<file path="src/rtl/fifo_fwft_adapter.sv">
// Standard-FIFO read port to first-word-fall-through adapter.
// Output register plus one skid register allow a pop every cycle.
module fifo_fwft_adapter #(
    parameter int WIDTH = 32
) (
    input  logic             clk,
    input  logic             rst,
    output logic             fifo_rd_en,
    input  logic [WIDTH-1:0] fifo_dout,
    input  logic             fifo_empty,
    output logic [WIDTH-1:0] dout,
    output logic             empty,
    input  logic             rden,
    output logic [1:0]       level
);

    logic             out_valid_q, out_valid_d;
    logic [WIDTH-1:0] out_data_q, out_data_d;
    logic             skid_valid_q, skid_valid_d;
    logic [WIDTH-1:0] skid_data_q, skid_data_d;
    logic             inflight_q;
    logic             pop;
    logic [1:0]       occ;

    assign pop   = rden & out_valid_q;
    assign empty = ~out_valid_q;
    assign dout  = out_data_q;
    assign level = {1'b0, out_valid_q} + {1'b0, skid_valid_q};

    // Words held or arriving, after this cycle's pop; never exceeds 3.
    assign occ = {1'b0, out_valid_q} + {1'b0, skid_valid_q}
               + {1'b0, inflight_q} - {1'b0, pop};

    assign fifo_rd_en = ~rst & ~fifo_empty & ~occ[1];

    always_comb begin
        out_valid_d  = out_valid_q;
        out_data_d   = out_data_q;
        skid_valid_d = skid_valid_q;
        skid_data_d  = skid_data_q;
        if (pop) begin
            if (skid_valid_q) begin
                out_data_d = skid_data_q;
                if (inflight_q) begin
                    skid_data_d = fifo_dout;
                end else begin
                    skid_valid_d = 1'b0;
                end
            end else if (inflight_q) begin
                out_data_d = fifo_dout;
            end else begin
                out_valid_d = 1'b0;
            end
        end else if (inflight_q) begin
            if (!out_valid_q) begin
                out_valid_d = 1'b1;
                out_data_d  = fifo_dout;
            end else begin
                skid_valid_d = 1'b1;
                skid_data_d  = fifo_dout;
            end
        end
    end

    always_ff @(posedge clk or posedge rst) begin
        if (rst) begin
            out_valid_q  <= 1'b0;
            out_data_q   <= '0;
            skid_valid_q <= 1'b0;
            skid_data_q  <= '0;
            inflight_q   <= 1'b0;
        end else begin
            out_valid_q  <= out_valid_d;
            out_data_q   <= out_data_d;
            skid_valid_q <= skid_valid_d;
            skid_data_q  <= skid_data_d;
            inflight_q   <= fifo_rd_en;
        end
    end

endmodule

</file>
<file path="config.mk">
export PLATFORM = sky130hd
export DESIGN_NAME = fifo_fwft_adapter
export DESIGN_NICKNAME = d
export VERILOG_FILES = /design/src/rtl/fifo_fwft_adapter.sv
export SDC_FILE = /design/constraint.sdc
export NUM_CORES = 1
export LEC_CHECK = 0
export BUFFER_PORTS_ARGS = -buffer_cell sky130_fd_sc_hd__buf_4
export CAP_MARGIN = 20
export CORE_ASPECT_RATIO = 1.75
export CORE_MARGIN = 1.5
export CORE_UTILIZATION = 31
export DETAILED_ROUTE_END_ITERATION = 8
export SLEW_MARGIN = 10
export SYNTH_ARGS = -nofsm -noshare
export SYNTH_HDL_FRONTEND = slang
export SYNTH_SLANG_ARGS = --single-unit
</file>
<file path="constraint.sdc">
create_clock -name clk -period 6.1 [get_ports clk]
set_input_delay 0.61 -clock clk [delete_from_list [all_inputs] [get_ports clk]]
set_output_delay 0.61 -clock clk [all_outputs]
set_load 0.01 [all_outputs]
</file>
==> results of run 1 <==
critical path, stage by stage, from the launching register on:
cell and delay (ps):
dfrtp_1 650, nand2_1 140, ha_1 320, nand2_1 90
xor2_1 190, mux2i_1 240, buf_4 150
final timing paths:
check	end	depth (start not counted)	slack [ps]	from
worst min-delay path	skid_data_q[24]	1	480	skid_data_q[24]
worst max register to register	dout[24]	5	3910	out_valid_q
worst max-delay path	fifo_rd_en	6	3390	out_valid_q
worst min register to register	skid_data_q[24]	1	480	skid_data_q[24]
min in group asynchronous	inflight_q	3	550	rst
max in group asynchronous	dout[6]	3	5000	rst
area by class of cell:
type                    count  area, um^2  area share
flip-flops and latches     67        1680       0.424
multi-input cells         123        1210       0.307
repair buffers             75         563       0.143
clock buffers              10         239      0.0605
well taps                 122         153      0.0386
clock inverters             6        88.8      0.0225
inverters                   5        18.8     0.00475
flip-flops by register name, summed over array words and instances, names as in the netlist:
name / flops
out_valid_q: 1
skid_data_q: 32
inflight_q: 1
skid_valid_q: 1
dout: 32
routing by layer:
metal | part of all wire | wire [um] | vias to the layer above
li1 | - | - | 923
met5 | 0 | 0 | -
met4 | 0.020 | 130 | 0
met1 | 0.40 | 2570 | 1013
met3 | 0.035 | 221 | 8
met2 | 0.54 | 3480 | 48
report_power, final:
group	switching [W]	internal, W
Combinational	0.000355	0.000488
Sequential	0.000131	0.000670
Clock	0.000189	0.000368
cell families (layout without fill, tap and decap cells):
logic type / count (synthesis) / in the layout / share of synthesized area
fa+ha+maj: 2 / 2 / 0.00832
xor+xnor: 1 / 1 / 0.00291
compound gates: 43 / 43 / 0.132
buf+inv: 18 / 96 / 0.0395
mux: 61 / 61 / 0.228
simple gates: 16 / 16 / 0.0316
flops: 67 / 67 / 0.558
metrics by stage:
stage	utilization	setup slack, ps
floorplan	-	3790
global placement	0.383	3720
detailed placement	0.383	3670
CTS	0.417	3340
global route	0.417	3210
finish	0.417	3390
placed cells by master (no fill, tap or decap), types with 3 or more instances in the layout:
| cell type | n |
|---|---|
| o21ai_0 | 3 |
| buf_4 | 75 |
| mux2_2 | 55 |
| mux2_1 | 5 |
| clkbuf_16 | 9 |
| nor2b_1 | 4 |
| o32a_1 | 4 |
| dfrtp_1 | 67 |
| a22o_1 | 32 |
| inv_1 | 3 |
| nand2b_1 | 3 |
==> out/results.tsv, run 1 <==
metric	value	unit
status	complete, no violations	
Syn Nets	246	
Port Buffer Count	71	
Final Hold Vio Count	0	
area grow syn2layout	31.4	%
first-pass GRT wire length	10.9	mm
Initial Utilization	0.318	
Peak Freq	0.368	GHz
Power, Total	0.00220	W
Post-CTS Hold Buffers	0	
GR Layer Usage met2	0.242	
number of global-route vias before repair	2182	
DR vias	1992	
gpl congestion	0.702	
WL final	6.40	mm
M1 GR Usage	0.152	
DP Wirelength	4.13	mm
Most used DFF post-synth	dfrtp_1	
Commonest cells post-synth	dfrtp_1, mux2_2, a22o_1	
Final Cell Area	3950	um^2
Final ANT Viol Nets	0	
peak supply drop	0.183	mV
Seq/Total Area, Yosys	0.558	
post-CTS setup buffer count	0	
pin count of the biggest net entering global routing	68	
Clock Sinks	67	
Yosys Warn Count	0	
Max Cap Violations	0	
clk root buf	clkbuf_16	
met3 usage	0.0349	
Post-CTS Resized	0	
CTS tree	done	
Die X	77.4	um
Final min period	2710	ps
Inst Count DP	392	
Synth Instances	208	
core footprint	9470	um^2
CTS max path bufs	2	
GRT overflow	0	
Vias/cell	4.88	
Crit path required time	5490	ps
Critical Path Start Type	flip-flop	
diode count	0	
cts bufs inserted	9	
Slew HR	0.430	
Finished Layout Cells	408	
number of distinct library cells after synthesis	26	
DP Area	3620	um^2
Tcrit/Tclk final	0.445	
fillers	899	
WHS	483	ps
row count	47	
Clk pin slew, worst setup/hold paths	60	ps
syn_area_per_cell	14.5	um^2
asr flop ratio synth	1.00	
Pwr per Cell Area	557	nW/um^2
setup TNS	0	ps
die height	133	um
Max Slew Vio Count	0	
H-tree levels	3	
Clock Latency Late Sink	330	ps
Ports	72	
worst-path maximum fanout	15	
CP Capture Type	output pin	
GR peak layer	met2	
pin slew with the least headroom to its limit	855	ps
DRT iter0 DRCs	100	
Global Route Usage Sum	0.137	
count leader, synth	dfrtp_1	
synth top area cells	dfrtp_1, mux2_2, a22o_1	
Hold WC Path Type	flip-flop to flip-flop	
Synth top area share	0.558	
leading area contributor after synthesis	dfrtp_1	
DR DRC count	0	
# setup viols final	0	
share of layout cells above drive strength 1	0.528	
unrepaired setup endpoints after global routing	false	
number of flops mapped to enable cells by yosys	0	
static leakage	1.78	nW
Layout Skew	7.12	ps
critical path class	flip-flop to output pin	
DRT Pass-1 Iters	4	
Synth Cell Area	3010	um^2
Die ar.	10300	um^2
crit path DAT	2100	ps
Final nets	319	
routed len/inst	15.7	um
Yosys reg bits	67	
initial antenna violation count	0	
(Power assumes the default switching activity.)
==> run 2: changes to the inputs <==
- clock period: 6.1 -> 2.5 ns (I/O delays scaled with it)
==> run 2 against run 1 <==
  * Clock power rose by 120%
  * Largest cell class unchanged
  * Highest routed layer unchanged
  * Cell area rose by 0.57%
  * Final cell count rose by 0.98%
  * Power rose by 140%
==> out/results.tsv, run 2 (same netlist as run 1, synthesis figures left out) <==
metric	value	unit	change
row count	47		unchanged
Clk pin slew, worst setup/hold paths	50	ps	was 60 ps
slowest CP cell	dfrtp_1		unchanged
Max Cap Violations	0		unchanged
initial antenna violation count	0		unchanged
Vias/cell	4.80		was 4.88
status	complete, no violations		unchanged
pin slew with the least headroom to its limit	703	ps	was 855 ps
die height	133	um	unchanged
Slew HR	0.531		was 0.430
worst-path maximum fanout	7		was 15
# setup viols final	0		unchanged
Initial Utilization	0.318		unchanged
Post-CTS Hold Buffers	0		unchanged
Critical Path Start Type	flip-flop		unchanged
H-tree levels	3		unchanged
Critical Path Source	inflight_q		was out_valid_q
Layout Skew	6.00	ps	was 7.12 ps
DR DRC count	0		unchanged
WL final	6.65	mm	was 6.40 mm
crit-path cells	inv_1, ha_1, nand2_1, xor2_1, mux2i_1, buf_4		was nand2_1, ha_1, nand2_1, xor2_1, mux2i_1, buf_4
cts bufs inserted	9		unchanged
CTS max path bufs	2		unchanged
Clock Latency Late Sink	330	ps	about the same
Final nets	323		was 319
CTS tree	done		unchanged
Final Hold Vio Count	0		unchanged
worst setup margin	279	ps	was 3390 ps
share of layout cells above drive strength 1	0.531		was 0.528
Post-CTS Resized	0		unchanged
Final ANT Viol Nets	0		unchanged
Max Slew Vio Count	0		unchanged
Reg2Reg Setup Slack	570	ps	was 3910 ps
area grow syn2layout	32.1	%	was 31.4%
CP bufs+invs	2		was 1
RR Startpoint	skid_valid_q		was out_valid_q
Clock Sinks	67		unchanged
commonest non-fill, non-tap cell in the layout	buf_4		unchanged
diode count	0		unchanged
number of global-route vias before repair	2112		was 2182
GRT overflow	0		unchanged
unrepaired setup endpoints after global routing	false		unchanged
Final min period	2220	ps	
Peak Freq	0.450	GHz	
commonest cells after routing, fill and taps aside	buf_4, dfrtp_1, mux2_2		unchanged
post-CTS setup buffer count	0		unchanged
routed len/inst	16.1	um	was 15.7 um
fillers	898		was 899
DRT iter0 DRCs	76		was 100
Worst path top cell family by delay	flip-flops		unchanged
Global Route Usage Sum	0.138		was 0.137
Tcrit/Tclk final	0.888		
crit path DAT	1970	ps	was 2100 ps
DRT Pass-1 Iters	4		unchanged
setup TNS	0	ps	unchanged
Reg-to-Reg End	skid_data_q[8]		was dout[24]
pin count of the biggest net entering global routing	37		was 68
DR vias	1977		was 1992
r2r worst-path depth	4		was 5
gpl congestion	0.732		was 0.702
clk root buf	clkbuf_16		unchanged
Hold WC Path Type	primary input to asynchronous set/reset pin		was flip-flop to flip-flop
Die X	77.4	um	unchanged
worst slack, placed	583	ps	was 3670 ps
static leakage	1.80	nW	was 1.78 nW
core footprint	9470	um^2	unchanged
first-pass GRT wire length	10.8	mm	was 10.9 mm
Crit path required time	2250	ps	was 5490 ps
peak supply drop	0.457	mV	was 0.183 mV
Port Buffer Count	71		unchanged
Die ar.	10300	um^2	unchanged
DP Wirelength	4.61	mm	was 4.13 mm
critical path class	flip-flop to output pin		unchanged
Pwr per Cell Area	1340	nW/um^2	was 557 nW/um^2
CP Capture Type	output pin		unchanged
CP max stage delay	440	ps	was 650 ps
Ports	72		unchanged
[run 2: changes by cell type in the layout (fill, tap and decap cells not counted)]
cell	before	now
buf_12	0	2
buf_4	75	77
clkinvlp_4	2	1
clkinv_4	1	0
clkinv_2	1	3
bufinv_16	2	1
clkbuf_1	0	1
[run 2: stage by stage]
stage               total power [W]   util  area (um^2)  instances  hold WS [ps]
CTS                         0.00542  0.420         3970        412          61.6
finish                      0.00533  0.420         3970        412          46.7
global placement            0.00407  0.388         3680        396           425
floorplan                   0.00334      -         3010        208           357
detailed placement          0.00414  0.388         3680        396           422
global route                0.00567  0.420         3970        412           111
[run 2: power by group]
group | internal, W | switching (W) | leakage (nW)
Clock | 0.000793 | 0.000454 | 0.145
Combinational | 0.00123 | 0.000911 | 0.857
Sequential | 0.00164 | 0.000301 | 0.799
[run 2: how the worst max path moves through the flow]
stage / end / slack, ps / depth (start not counted)
after global routing: fifo_rd_en / 130 / 6
after global placement: skid_data_q[11] / 600 / 4
final: fifo_rd_en / 280 / 6
after floorplan: dout[0] / 500 / 6
after detailed placement: dout[25] / 580 / 5
after CTS: fifo_rd_en / 240 / 6
[run 2: layer usage]
metal  share of wire  GRT usage
met5               0          0
met4           0.026     0.0758
met1            0.41      0.163
met2            0.53      0.224
met3           0.034     0.0377
[run 2: area by class of cell]
class | count | area (um^2) | share of cell area
well taps | 122 | 153 | 0.0384
clock buffers | 11 | 243 | 0.0611
multi-input cells | 123 | 1210 | 0.305
flip-flops and latches | 67 | 1680 | 0.422
repair buffers | 79 | 618 | 0.156
inverters | 5 | 18.8 | 0.00472
clock inverters | 5 | 52.6 | 0.0132
[run 2: worst reg2reg max path, cell delays in order, from the launching register on]
cell and delay [ps]:
dfrtp_1 420, inv_1 190, a211oi_4 570, buf_4 280
mux2_2 350
==> run 3: changes to the inputs <==
- CTS_CLUSTER_SIZE: unset -> 10
- clock period: 2.5 -> 2.65 ns (I/O delays scaled with it)
==> run 3 against run 2 <==
  * Non-clock buffer count fell by 2
  * First-iteration DRC count fell by 6.6%
  * Die area did not move
  * Clock power barely moved
  * Clock skew fell by 0.70 ps
  * Critical path depth did not move
  * Via count fell by 0.15%
  * Sequential share of layout area did not move
  * Routed wire length fell by 4.2%
  * Flip-flop and latch count did not move
  * Power fell by 5.2%
==> out/results.tsv, run 3 (same netlist as run 1, synthesis figures left out) <==
metric	value	unit	change
Die ar.	10300	um^2	unchanged
Multi-input gate area	1210	um^2	unchanged
CTS tree	done		unchanged
worst-path maximum fanout	15		was 7
CP bufs+invs	1		was 2
H-tree levels	3		unchanged
CTS max path bufs	2		unchanged
row count	47		unchanged
Port Buffer Count	71		unchanged
Final min period	2380	ps	
status	complete, no violations		unchanged
share of layout cells above drive strength 1	0.524		was 0.531
DP Wirelength	4.45	mm	was 4.61 mm
Vias/cell	4.81		was 4.80
DR DRC count	0		unchanged
routed len/inst	15.5	um	was 16.1 um
Global Route Usage Sum	0.135		was 0.138
Layout Skew	5.31	ps	was 6.00 ps
Clock Latency Late Sink	320	ps	was 330 ps
GRT overflow	0		unchanged
Final nets	321		was 323
CP max stage delay	650	ps	was 440 ps
setup TNS	0	ps	unchanged
Peak Freq	0.420	GHz	
fillers	904		was 898
DRT iter0 DRCs	71		was 76
Die X	77.4	um	unchanged
Pwr per Cell Area	1270	nW/um^2	was 1340 nW/um^2
cell repeated most along the worst path	nand2_1		
die height	133	um	unchanged
crit-path cells	nand2_1, ha_1, nand2_1, xor2_1, mux2i_1, buf_4		was inv_1, ha_1, nand2_1, xor2_1, mux2i_1, buf_4
core footprint	9470	um^2	unchanged
# setup viols final	0		unchanged
Post-CTS Resized	0		unchanged
worst slack, placed	525	ps	was 583 ps
Final ANT Viol Nets	0		unchanged
Tcrit/Tclk final	0.898		
area grow syn2layout	32.1	%	unchanged
commonest non-fill, non-tap cell in the layout	buf_4		unchanged
number of global-route vias before repair	2093		was 2112
commonest cells after routing, fill and taps aside	buf_4, dfrtp_1, mux2_2		unchanged
initial antenna violation count	0		unchanged
Hold WC Path Type	primary input to asynchronous set/reset pin		unchanged
post-CTS setup buffer count	0		unchanged
first-pass GRT wire length	10.8	mm	about the same
Post-CTS Hold Buffers	0		unchanged
peak supply drop	0.403	mV	was 0.457 mV
slowest CP cell	dfrtp_1		unchanged
gpl congestion	0.691		was 0.732
Max Slew Vio Count	0		unchanged
DRT Pass-1 Iters	4		unchanged
clk root buf	clkbuf_16		unchanged
CP Capture Type	output pin		unchanged
Ports	72		unchanged
Clock Sinks	67		unchanged
Initial Utilization	0.318		unchanged
Slew HR	0.521		was 0.531
static leakage	1.80	nW	about the same
unrepaired setup endpoints after global routing	false		unchanged
Critical Path Start Type	flip-flop		unchanged
diode count	0		unchanged
WL final	6.37	mm	was 6.65 mm
Clk pin slew, worst setup/hold paths	60	ps	was 50 ps
cts bufs inserted	9		unchanged
crit path DAT	2110	ps	was 1970 ps
pin count of the biggest net entering global routing	37		unchanged
critical path class	flip-flop to output pin		unchanged
Worst path top cell family by delay	flip-flops		unchanged
Crit path required time	2380	ps	was 2250 ps
DR vias	1974		was 1977
Final Hold Vio Count	0		unchanged
register area	1680	um^2	unchanged
pin slew with the least headroom to its limit	718	ps	was 703 ps
Max Cap Violations	0		unchanged
worst setup margin	271	ps	was 279 ps
## run 3: layout make-up
cell class                      instances  area share
Clock inverter                          5      0.0195
Multi-Input combinational cell        123       0.305
Clock buffer                           11      0.0586
Tap cell                              122      0.0384
Sequential cell                        67       0.422
Inverter                                5     0.00472
Timing Repair Buffer                   77       0.152
## run 3: metal layers
layer,track usage,vias to the layer above,share of wire
met2,0.229,43,0.52
li1,-,928,-
met1,0.160,993,0.42
met3,0.0288,10,0.035
met5,0,-,0
met4,0.0667,0,0.019
## run 3: stage by stage
step,area (um^2),power (W),hold WS (ps),cells,utilization
2_1_floorplan,3010,0.00315,372,208,-
3_5_place_dp,3660,0.00388,446,394,0.387
6_report,3970,0.00505,73.5,410,0.420
4_1_cts,3970,0.00514,96.2,410,0.420
5_1_grt,3970,0.00539,130,410,0.420
3_3_place_gp,3660,0.00381,427,394,0.387
## run 3: final timing paths
kind	start	end	slack [ps]	depth (start not counted)
setup / recovery	out_valid_q	fifo_rd_en	270	6
hold / removal	rst	dout[15]	70	2
setup reg to reg	out_valid_q	dout[31]	560	4
hold reg to reg	dout[4]	dout[4]	480	1
max in group asynchronous	rst	skid_valid_q	1930	3
min in group clk	fifo_dout[25]	skid_data_q[25]	180	2
## run 3: power by group
| part | switching (W) | internal, W |
|---|---|---|
| Clock | 0.000420 | 0.000820 |
| Sequential | 0.000290 | 0.00154 |
| Combinational | 0.000828 | 0.00115 |
